==> config.mk <==
export PLATFORM = sky130hd
export DESIGN_NAME = axi4_lite_req_arbiter
export DESIGN_NICKNAME = d
export VERILOG_FILES = /design/src/rtl/axi4_lite_req_arbiter.sv
export SDC_FILE = /design/constraint.sdc
export NUM_CORES = 1
export LEC_CHECK = 0
export CAP_MARGIN = 20
export CORE_AREA = 2 2 162 164
export DETAILED_ROUTE_END_ITERATION = 8
export DIE_AREA = 0 0 164 166
export PLACE_DENSITY = 0.69
export SLEW_MARGIN = 10
export SYNTH_ARGS = -nofsm -noshare
export SYNTH_HDL_FRONTEND = slang
export SYNTH_SLANG_ARGS = --single-unit
==> constraint.sdc <==
create_clock -name ACLK -period 2.1 [get_ports ACLK]
set_input_delay 0.42 -clock ACLK [delete_from_list [all_inputs] [get_ports ACLK]]
set_output_delay 0.42 -clock ACLK [all_outputs]
set_load 0.02 [all_outputs]
==> src/rtl/axi4_lite_req_arbiter.sv <==
// Round-robin front end that shares one AXI4-Lite master command port.
// Serialises requests: grant, start pulse, wait (with timeout), respond.
module axi4_lite_req_arbiter #(
  parameter int NUM_REQ    = 4,
  parameter int DATA_WIDTH = 32,
  parameter int ADDRESS    = 32,
  parameter int TIMEOUT    = 256
) (
  input  logic                          ACLK,
  input  logic                          ARESETN,
  input  logic [NUM_REQ-1:0]            req_valid,
  input  logic [NUM_REQ-1:0]            req_write,
  input  logic [NUM_REQ*ADDRESS-1:0]    req_addr,
  input  logic [NUM_REQ*DATA_WIDTH-1:0] req_wdata,
  output logic [NUM_REQ-1:0]            req_ready,
  output logic [NUM_REQ-1:0]            rsp_valid,
  output logic [NUM_REQ-1:0]            rsp_err,
  output logic [DATA_WIDTH-1:0]         rsp_rdata,
  output logic                          read_s,
  output logic                          write_s,
  output logic [ADDRESS-1:0]            address,
  output logic [DATA_WIDTH-1:0]         W_data,
  input  logic [DATA_WIDTH-1:0]         read_data_out,
  input  logic                          read_valid_out,
  input  logic                          write_done,
  output logic                          busy,
  output logic [$clog2(NUM_REQ)-1:0]    grant_id
);

  localparam int IW = $clog2(NUM_REQ);
  localparam int PW = IW + 1;
  localparam int TW = $clog2(TIMEOUT);

  typedef enum logic [1:0] {
    S_IDLE,
    S_ISSUE,
    S_WAIT,
    S_RESP
  } state_e;

  state_e state_q, state_d;

  logic [IW-1:0]         gnt_q, gnt_d;
  logic [IW-1:0]         rr_q, rr_d;
  logic                  op_wr_q, op_wr_d;
  logic [ADDRESS-1:0]    addr_q, addr_d;
  logic [DATA_WIDTH-1:0] wdata_q, wdata_d;
  logic [DATA_WIDTH-1:0] rdata_q, rdata_d;
  logic [TW-1:0]         tcnt_q, tcnt_d;
  logic [NUM_REQ-1:0]    rdy_q, rdy_d;
  logic [NUM_REQ-1:0]    rspv_q, rspv_d;
  logic [NUM_REQ-1:0]    rspe_q, rspe_d;
  logic                  rds_q, rds_d;
  logic                  wrs_q, wrs_d;
  logic                  busy_q, busy_d;

  logic [ADDRESS-1:0]    addr_a  [NUM_REQ];
  logic [DATA_WIDTH-1:0] wdata_a [NUM_REQ];

  logic                  found;
  logic [IW-1:0]         win;
  logic [PW-1:0]         idx;
  logic                  done;

  for (genvar i = 0; i < NUM_REQ; i++) begin : g_unpack
    assign addr_a[i]  = req_addr[i*ADDRESS +: ADDRESS];
    assign wdata_a[i] = req_wdata[i*DATA_WIDTH +: DATA_WIDTH];
  end

  // Round-robin search: first pending requester at or after rr_q.
  always_comb begin
    found = 1'b0;
    win   = '0;
    idx   = '0;
    for (int k = 0; k < NUM_REQ; k++) begin
      idx = {1'b0, rr_q} + PW'(k);
      if (idx >= PW'(NUM_REQ)) begin
        idx = idx - PW'(NUM_REQ);
      end
      if (!found && req_valid[idx[IW-1:0]]) begin
        found = 1'b1;
        win   = idx[IW-1:0];
      end
    end
  end

  // Only the completion matching the latched op type counts.
  always_comb begin
    done = op_wr_q ? write_done : read_valid_out;
  end

  // Next state, latched transaction fields and registered pulses.
  always_comb begin
    state_d = state_q;
    gnt_d   = gnt_q;
    rr_d    = rr_q;
    op_wr_d = op_wr_q;
    addr_d  = addr_q;
    wdata_d = wdata_q;
    rdata_d = rdata_q;
    tcnt_d  = tcnt_q;
    rdy_d   = '0;
    rspv_d  = '0;
    rspe_d  = '0;
    rds_d   = 1'b0;
    wrs_d   = 1'b0;
    unique case (state_q)
      S_IDLE: begin
        if (found) begin
          state_d    = S_ISSUE;
          gnt_d      = win;
          op_wr_d    = req_write[win];
          addr_d     = addr_a[win];
          wdata_d    = wdata_a[win];
          rdy_d[win] = 1'b1;
          rds_d      = !req_write[win];
          wrs_d      = req_write[win];
          if (win == IW'(NUM_REQ - 1)) begin
            rr_d = '0;
          end else begin
            rr_d = win + IW'(1);
          end
        end
      end
      S_ISSUE: begin
        state_d = S_WAIT;
        tcnt_d  = '0;
      end
      S_WAIT: begin
        if (done) begin
          state_d       = S_RESP;
          rspv_d[gnt_q] = 1'b1;
          if (!op_wr_q) begin
            rdata_d = read_data_out;
          end
        end else if (tcnt_q == TW'(TIMEOUT - 1)) begin
          state_d       = S_RESP;
          rspv_d[gnt_q] = 1'b1;
          rspe_d[gnt_q] = 1'b1;
        end else begin
          tcnt_d = tcnt_q + TW'(1);
        end
      end
      S_RESP: begin
        state_d = S_IDLE;
      end
      default: begin
        state_d = S_IDLE;
      end
    endcase
  end

  // busy mirrors the state the FSM is entering, so it is a flop too.
  always_comb begin
    busy_d = (state_d != S_IDLE);
  end

  // State and output registers; reset aborts any transaction silently.
  always_ff @(posedge ACLK or negedge ARESETN) begin
    if (!ARESETN) begin
      state_q <= S_IDLE;
      gnt_q   <= '0;
      rr_q    <= '0;
      op_wr_q <= 1'b0;
      addr_q  <= '0;
      wdata_q <= '0;
      rdata_q <= '0;
      tcnt_q  <= '0;
      rdy_q   <= '0;
      rspv_q  <= '0;
      rspe_q  <= '0;
      rds_q   <= 1'b0;
      wrs_q   <= 1'b0;
      busy_q  <= 1'b0;
    end else begin
      state_q <= state_d;
      gnt_q   <= gnt_d;
      rr_q    <= rr_d;
      op_wr_q <= op_wr_d;
      addr_q  <= addr_d;
      wdata_q <= wdata_d;
      rdata_q <= rdata_d;
      tcnt_q  <= tcnt_d;
      rdy_q   <= rdy_d;
      rspv_q  <= rspv_d;
      rspe_q  <= rspe_d;
      rds_q   <= rds_d;
      wrs_q   <= wrs_d;
      busy_q  <= busy_d;
    end
  end

  assign req_ready = rdy_q;
  assign rsp_valid = rspv_q;
  assign rsp_err   = rspe_q;
  assign rsp_rdata = rdata_q;
  assign read_s    = rds_q;
  assign write_s   = wrs_q;
  assign address   = addr_q;
  assign W_data    = wdata_q;
  assign busy      = busy_q;
  assign grant_id  = gnt_q;

endmodule
==> results.txt, run 1 <==
The simple-gate area share of the yosys netlist came out at 12.5%. The tools report the clock tree root driver cell as clkbuf_16. The H-tree was split into 4 levels. After detailed routing, the average wire length per cell comes to 17.7 um.

IR analysis of the VDD net gives a maximum drop of 0.000766 V. The kind of end point of the critical path was a flip-flop. Yosys mapped a number of flops with a built-in enable equal to 0.

The maximum achievable frequency is 478 MHz. Clock-pin slew was measured on the worst setup and hold paths at 0.06 ns. Counting distinct cell types in the post-synthesis netlist gives 47. STA puts the critical path data required time at 2.40 ns. The total number of nets in the final design is 1,437, and the initial antenna violation count is 0. Clock tree synthesis found a total of 126 sinks.

Entering global routing, the biggest net connects 69 pins. The number of hold violations in the final report is 0, and the maximum buffer depth of the clock tree is 2. Number of maximum-capacitance constraint violations: 0.

After synthesis, the cell types taking the most area are dfrtp_1 47%, nand2_1 9.2%, a21oi_1 7.8%. The number of placed I/O pins is 413. The number of nets handed over by synthesis was 993. Summing every instance area after synthesis gives 0.00668 sq mm. The global placer's final weighted congestion was 0.867; the height of the die was 166 um. In this run the tightest slew margin relative to its limit is 69.2%. The path type of the worst setup path is primary input to flip-flop. The final wirelength was 26,100 um; the global-route wire length before repair was 38,800 um. Time the final worst path needs with I/O delays and setup: 2.09 ns. Top cell type's share of synthesized area: 47.2%. The run gives 0.0272 sq mm as the die area. The final setup violation count came out at 0. At the pin with the least slew margin, the transition time is 0.461 ns.

Leaving out fill and tap cells, the most frequent cell in the layout is clkdlybuf4s50_1. The final count of pins violating max slew came out at 0. The worst path arrival time was 2.39 ns. The placeable core area was 0.0256 sq mm; the via count of the first global-routing pass was 7,122.

Of all nets on the critical path, the largest fanout is 63. Using the TritonRoute via totals, the vias-per-cell ratio works out to 4.71. Input and output buffers added on the ports amount to 412. After detailed routing, the number of remaining DRC violations is 0. Relative area change from synthesis to final layout: 82.8%. The tools report the kind of start point of the critical path as a primary input. The initial utilization of the core area, before any placement, comes to 26.1%. Diode insertion count for antenna repair: 0. The clock arrives with 0.00823 ns of skew. The fraction of the mapped netlist area in adder cells works out to 1.50%. Yosys printed 0 warnings. After legalization and detailed placement, the total HPWL measured 19,600 um.

The tools report the number of core rows as 59. The total track usage was 18.5%. Most instantiated flip-flop cell in the synthesis netlist: dfrtp_1. Measured along the x axis, the die boundary spans 164 um. A synthesized cell averages 9.74 sq um.

The analysis attributes to cell leakage a power of 5.36 nW. The area fraction in compound gates after synthesis works out to 19.0%. Dividing the final minimum period by the clock period gives 99.7%.

Of the cells placed in the final design, the portion with a size suffix greater than 1 is 12.4%. For this run, the register share of the synthesized area comes to 47.2%. The run gives 293 as the count of routing violations after the opening detailed-route iteration. Setup repair after global routing could not meet its margin everywhere.

The placed instances occupy a cell area of 0.0115 sq mm. Clock network latency to the later pin of the worst-skew pair: 0.41 ns. The worst hold path belongs to the class primary input to asynchronous set/reset pin. The overflow left after global routing is 0.

Remaining antenna violation count after routing: 0. Power spread over the standard cell area amounts to 1320 mW/mm^2. The proportion of synthesized area in mux cells was 14.5%. The length of the first detailed-routing pass in iterations was 4.

The flow ran to the end, and the final reports show no timing, DRC or antenna violations. Leaving out fill and tap cells, the most frequent cells in the layout are 410 x clkdlybuf4s50_1, 164 x nand2_1, 126 x dfrtp_1, 103 x a21oi_1, 48 x buf_4. Of all flip-flops after synthesis, the portion carrying an async set or reset was 100%. After layout, the design draws a total of 16.1 mW. Across all layers, the routed design uses 6,953 vias. The dominant combinational cell family by area after synthesis is compound AO/OA/AOI/OAI gates. The tools report the number of clock buffers inserted by TritonCTS as 17.

The cell type contributing the most total cell area after synthesis is dfrtp_1. The area share of xor/xnor cells in the synthesized design was 0.262%. The post-route cell area came out at 0.0122 sq mm. The flip-flop and latch count after synthesis works out to 126.

TritonCTS built the clock tree. The instance count of the mapped netlist was 685.
==> critical path: stages <==
cell and delay, ns:
clkdlybuf4s50_1 0.46, mux2_1 0.32, o221a_4 0.30, buf_4 0.19, buf_12 0.19, nand2_1 0.11
a21oi_1 0.07, a211o_1 0.28
==> per-stage QoR <==
stage / worst slack, ns / TNS, ns / hold WS (ns) / util, % / cells
after floorplan: 0.187 / 0 / 0.124 / - / 685
after global placement: -0.571 / -30.02 / 0.341 / 44.8 / 1439
after detailed placement: -0.468 / -28.69 / 0.334 / 44.8 / 1440
after CTS: 0.0286 / 0 / 0.457 / 47.3 / 1473
after global routing: -0.0272 / -0.177 / 0.462 / 47.6 / 1477
final: 0.00725 / 0 / 0.461 / 47.6 / 1477
==> registers in the layout, indices dropped and copies added (netlist names) <==
signal / count
W_data: 32
address: 32
busy: 1
grant_id: 2
op_wr_q: 1
read_s: 1
req_ready: 4
rr_q: 2
rsp_err: 4
rsp_rdata: 32
rsp_valid: 4
state_q: 2
tcnt_q: 8
write_s: 1
==> layout make-up <==
class / count / area (sq um)
Clock buffer: 18 / 429
Clock inverter: 14 / 181
Fill cell: 2423 / 13400
Inverter: 8 / 42.5
Multi-Input combinational cell: 502 / 3220
Sequential cell: 126 / 3150
Tap cell: 335 / 419
Timing Repair Buffer: 474 / 4760
==> final timing paths <==
| kind | cells after the start | end | slack [ns] | start |
|---|---|---|---|---|
| max in group asynchronous | 3 | address[14] | 0.94 | ARESETN |
| min | 2 | tcnt_q[5] | 0.46 | ARESETN |
| min in group ACLK | 1 | W_data[5] | 0.49 | W_data[5] |
| max | 8 | address[18] | 0.007 | req_valid[1] |
| max reg2reg | 7 | address[18] | 0.02 | rr_q[1] |
| min reg2reg | 1 | W_data[5] | 0.49 | W_data[5] |
==> repair_timing <==
item / in CTS / in global routing
hold endpoints to repair: 30 / 0
hold buffers: 1 / 0
setup buffers: 0 / 2
cloned: 0 / 2
setup endpoints to repair: 14 / 38
resized for setup: 3 / 5
==> logic make-up after synthesis <==
family                     after synthesis
adders and majority gates                8
DFF                                    126
muxes                                   89
buffers and inverters                   57
xor gates and xnor gates                 2
AOI/OAI and AO/OA                      198
and+or+nand+nor                        205
==> Yosys cell counts, types with 2 or more instances <==
cell and number:
nand2_1 164, dfrtp_1 126, a21oi_1 104, mux2_2 40, a211o_1 38, mux2i_1 30
o22ai_1 27, mux2_1 19, clkbuf_1 18, buf_2 15, nor2_1 12, buf_6 8
ha_1 8, inv_1 7, nand3_1 6, and2_1 5, nand2b_1 5, o21ai_0 4
a21boi_0 3, a31oi_1 3, and3_1 3, buf_1 3, buf_8 3, nor3_1 3
o211ai_1 3, a21o_1 2, buf_4 2, nand4_1 2, o211a_1 2, o21a_1 2
xnor2_1 2
==> power breakdown <==
| part | total [mW] | internal (mW) | switching (mW) | leakage (nW) |
|---|---|---|---|---|
| clock network | 3.14 | 1.89 | 1.25 | 0.296 |
| registers | 4.15 | 3.52 | 0.636 | 1.54 |
| logic | 8.85 | 4.44 | 4.42 | 3.52 |
==> routing by layer <==
metal / routed length, um / GRT usage, %
met1: 10600 / 21.6
met4: 312 / 4.73
met3: 2030 / 5.54
met2: 13100 / 32.7
met5: 0 / 0
(Power assumes the default switching activity.)
==> inputs of run 2 (changes only) <==
--- a/config.mk
+++ b/config.mk
@@ -10,6 +10,7 @@
 export DETAILED_ROUTE_END_ITERATION = 8
 export DIE_AREA = 0 0 164 166
 export PLACE_DENSITY = 0.69
+export SKIP_CTS_REPAIR_TIMING = 1
 export SLEW_MARGIN = 10
 export SYNTH_ARGS = -nofsm -noshare
 export SYNTH_HDL_FRONTEND = slang
==> results.txt, run 2 (synthesized netlist as in run 1, its figures left out) <==
The run finished with clean final reports. The run gives 69 (unchanged) as the largest net degree at the start of global routing. The logs give 54.8% (about the same) for the logic gate share of total power and 0 (unchanged) for the final setup violation count.

The time the final worst path needs with I/O delays and setup was 2.09 ns (about the same). The tools report the kind of start point of the critical path as a primary input (unchanged). The number of maximum-capacitance constraint violations came out at 0 (unchanged). The run gives 18.5% (about the same) as the total track usage. The ratio of total power to cell area was 1320 mW/mm^2 (about the same). Switching power as a share of total power: 39.0% (about the same). The total half-perimeter wirelength after legalization and detailed placement was 19,600 um (unchanged); the via count of the first global-routing pass was 7,119 (was 7,122). For the final wirelength, the log shows 26,100 um (about the same). Detailed-route via count: 6,981 (was 6,953). The final routed DRC violation total is 0 (unchanged), and the final cell utilization of the core is 47.6% (about the same). The count of routing violations after the opening detailed-route iteration came out at 257 (was 293). Path type of the worst setup path: primary input to flip-flop (unchanged). Clock tree root driver cell: clkbuf_16 (unchanged). For the worst ir drop on vdd, the log shows 0.000766 V (about the same).

The logs give 5.54% (unchanged) for the met3 track utilization from global routing and 68.7% (was 69.2%) for the relative slew slack. For the overflow left after global routing, the log shows 0 (unchanged). The initial core utilization came out at 26.1% (unchanged). The logs give 0.00886 ns (was 0.00823 ns) for the clock tree skew after final layout and 126 (unchanged) for the sink count of the clock tree. The final clock period utilization by the worst path was 99.6% (was 99.7%); the number of hold violations in the final report was 0 (unchanged). Data required time of the worst path: 2.40 ns (about the same). The run gives 21.6% (about the same) as the routing usage on met1. The maximum achievable frequency was 478 MHz (about the same). The maximum buffer depth of the clock tree is 2 (unchanged), and the mean number of vias per cell is 4.73 (was 4.71). The proportion of layout cells with a drive suffix above 1 was 12.3% (was 12.4%); the clock slew at the register clock pins of the worst setup and hold paths was 0.06 ns (about the same).

Setup repair after global routing could not meet its margin everywhere. The most common cell after layout, fill and taps aside was clkdlybuf4s50_1 (unchanged). The tools report the kind of end point of the critical path as a flip-flop (unchanged).

Number of core rows: 59 (unchanged). TritonCTS built the clock tree. The number of placed I/O pins is 413 (unchanged). The final routed wire length divided by cell count works out to 17.7 um (about the same). Die area: 0.0272 sq mm (unchanged). The die width is 164 um (unchanged), and the diode insertion count for antenna repair is 0 (unchanged). The run gives 9.83 mW (was 9.85 mW) as the cell-internal power.

The number of port buffers was 412 (unchanged). The initial antenna violation count is 0 (unchanged). Highest-utilization routing layer at the global route stage: met2 (unchanged). Clock network latency to the later pin of the worst-skew pair: 0.41 ns (about the same). The total number of nets in the final design is 1,435 (was 1,437). Commonest cells after routing, fill and taps aside: 410 x clkdlybuf4s50_1, 164 x nand2_1, 126 x dfrtp_1, 104 x a21oi_1, 45 x buf_4 (was 410 x clkdlybuf4s50_1, 164 x nand2_1, 126 x dfrtp_1, 103 x a21oi_1, 48 x buf_4). The largest fanout on the critical path came out at 63 (unchanged).

The met2 layer usage reported by global route is 32.7% (about the same), and the overall power is 16.1 mW (about the same). The final count of pins violating max slew was 0 (unchanged); the slew at the pin with the worst max-slew slack was 0.469 ns (was 0.461 ns). The switching power of the nets came out at 6.29 mW (was 6.30 mW). The number of clock buffers inserted by TritonCTS is 17 (unchanged).

The global placer's final weighted congestion was 0.867 (unchanged). The placeable core area is 0.0256 sq mm (unchanged), and the sequential share of power is 25.8% (was 25.7%). The count of H-tree levels built during CTS is 4 (unchanged), and the worst path arrival time is 2.39 ns (about the same). The height of the die was 166 um (unchanged); the global-route wire length before repair was 38,800 um (about the same). The cell leakage power came out at 5.35 nW (was 5.36 nW). The remaining antenna violation count after routing is 0 (unchanged). The logs give 5 (was 4) for the length of the first detailed-routing pass in iterations and 19.4% (about the same) for the portion of total power attributed to the clock network. The relative area change from synthesis to final layout came out at 82.6% (was 82.8%).

The worst min-delay path category is primary input to asynchronous set/reset pin (unchanged).
run 2: cell count changes in the layout (fill, tap and decap cells not counted):
cell / change
o22ai_2: +1
buf_12: +1
a21oi_2: -1
o22ai_1: -1
a21oi_1: +1
buf_16: -1
buf_4: -3
buf_6: +1
run 2: power by group through the flow:
stage | Clock, mW | Combinational, mW | Sequential, mW
after floorplan | 0 | 3.46 | 5.29
after global placement | 0 | 8.67 | 4.14
after CTS | 3.22 | 8.80 | 4.16
after global routing | 3.33 | 9.47 | 4.29
after detailed placement | 0 | 8.76 | 4.18
final | 3.13 | 8.83 | 4.15
run 2: layout make-up:
class                           count  area, sq um
Fill cell                        2424        13400
Timing Repair Buffer              472         4740
Multi-Input combinational cell    502         3220
Sequential cell                   126         3150
Clock buffer                       18          429
Tap cell                          335          419
Clock inverter                     14          181
Inverter                            8         42.5
run 2: layer usage:
| metal | up-vias | share of wire, % |
|---|---|---|
| li1 | 3314 | - |
| met1 | 3357 | 40 |
| met2 | 291 | 50 |
| met3 | 19 | 8.2 |
| met4 | 0 | 1.1 |
| met5 | - | 0 |
run 2: path summary, 6_finish.rpt:
path / from / endpoint / slack [ns] / cells past startpoint
min in group ACLK: W_data[5] / W_data[5] / 0.49 / 1
max in group asynchronous: ARESETN / address[14] / 0.93 / 3
max reg2reg: rr_q[1] / address[18] / 0.03 / 7
min: ARESETN / tcnt_q[5] / 0.46 / 2
min reg2reg: W_data[5] / W_data[5] / 0.49 / 1
max: req_valid[1] / address[18] / 0.009 / 8
run 2: per-stage QoR:
| stage | hold slack (ns) | cell area (sq um) | std cells | setup TNS, ns | setup WS (ns) |
|---|---|---|---|---|---|
| 6_report | 0.464 | 12200 | 1475 | 0 | 0.00877 |
| 5_1_grt | 0.462 | 12200 | 1475 | -0.189 | -0.0272 |
| 4_1_cts | -0.111 | 12100 | 1472 | -0.289 | -0.0362 |
| 3_5_place_dp | 0.334 | 11500 | 1440 | -28.69 | -0.468 |
| 3_3_place_gp | 0.341 | 11500 | 1439 | -30.02 | -0.571 |
| 2_1_floorplan | 0.124 | 6680 | 685 | 0 | 0.187 |
run 2: worst max-delay path, stage by stage:
cell and delay [ns]:
clkdlybuf4s50_1 0.46, mux2_1 0.32, o221a_4 0.30, buf_4 0.19, buf_12 0.19, nand2_1 0.11, a21oi_1 0.07, a211o_1 0.28
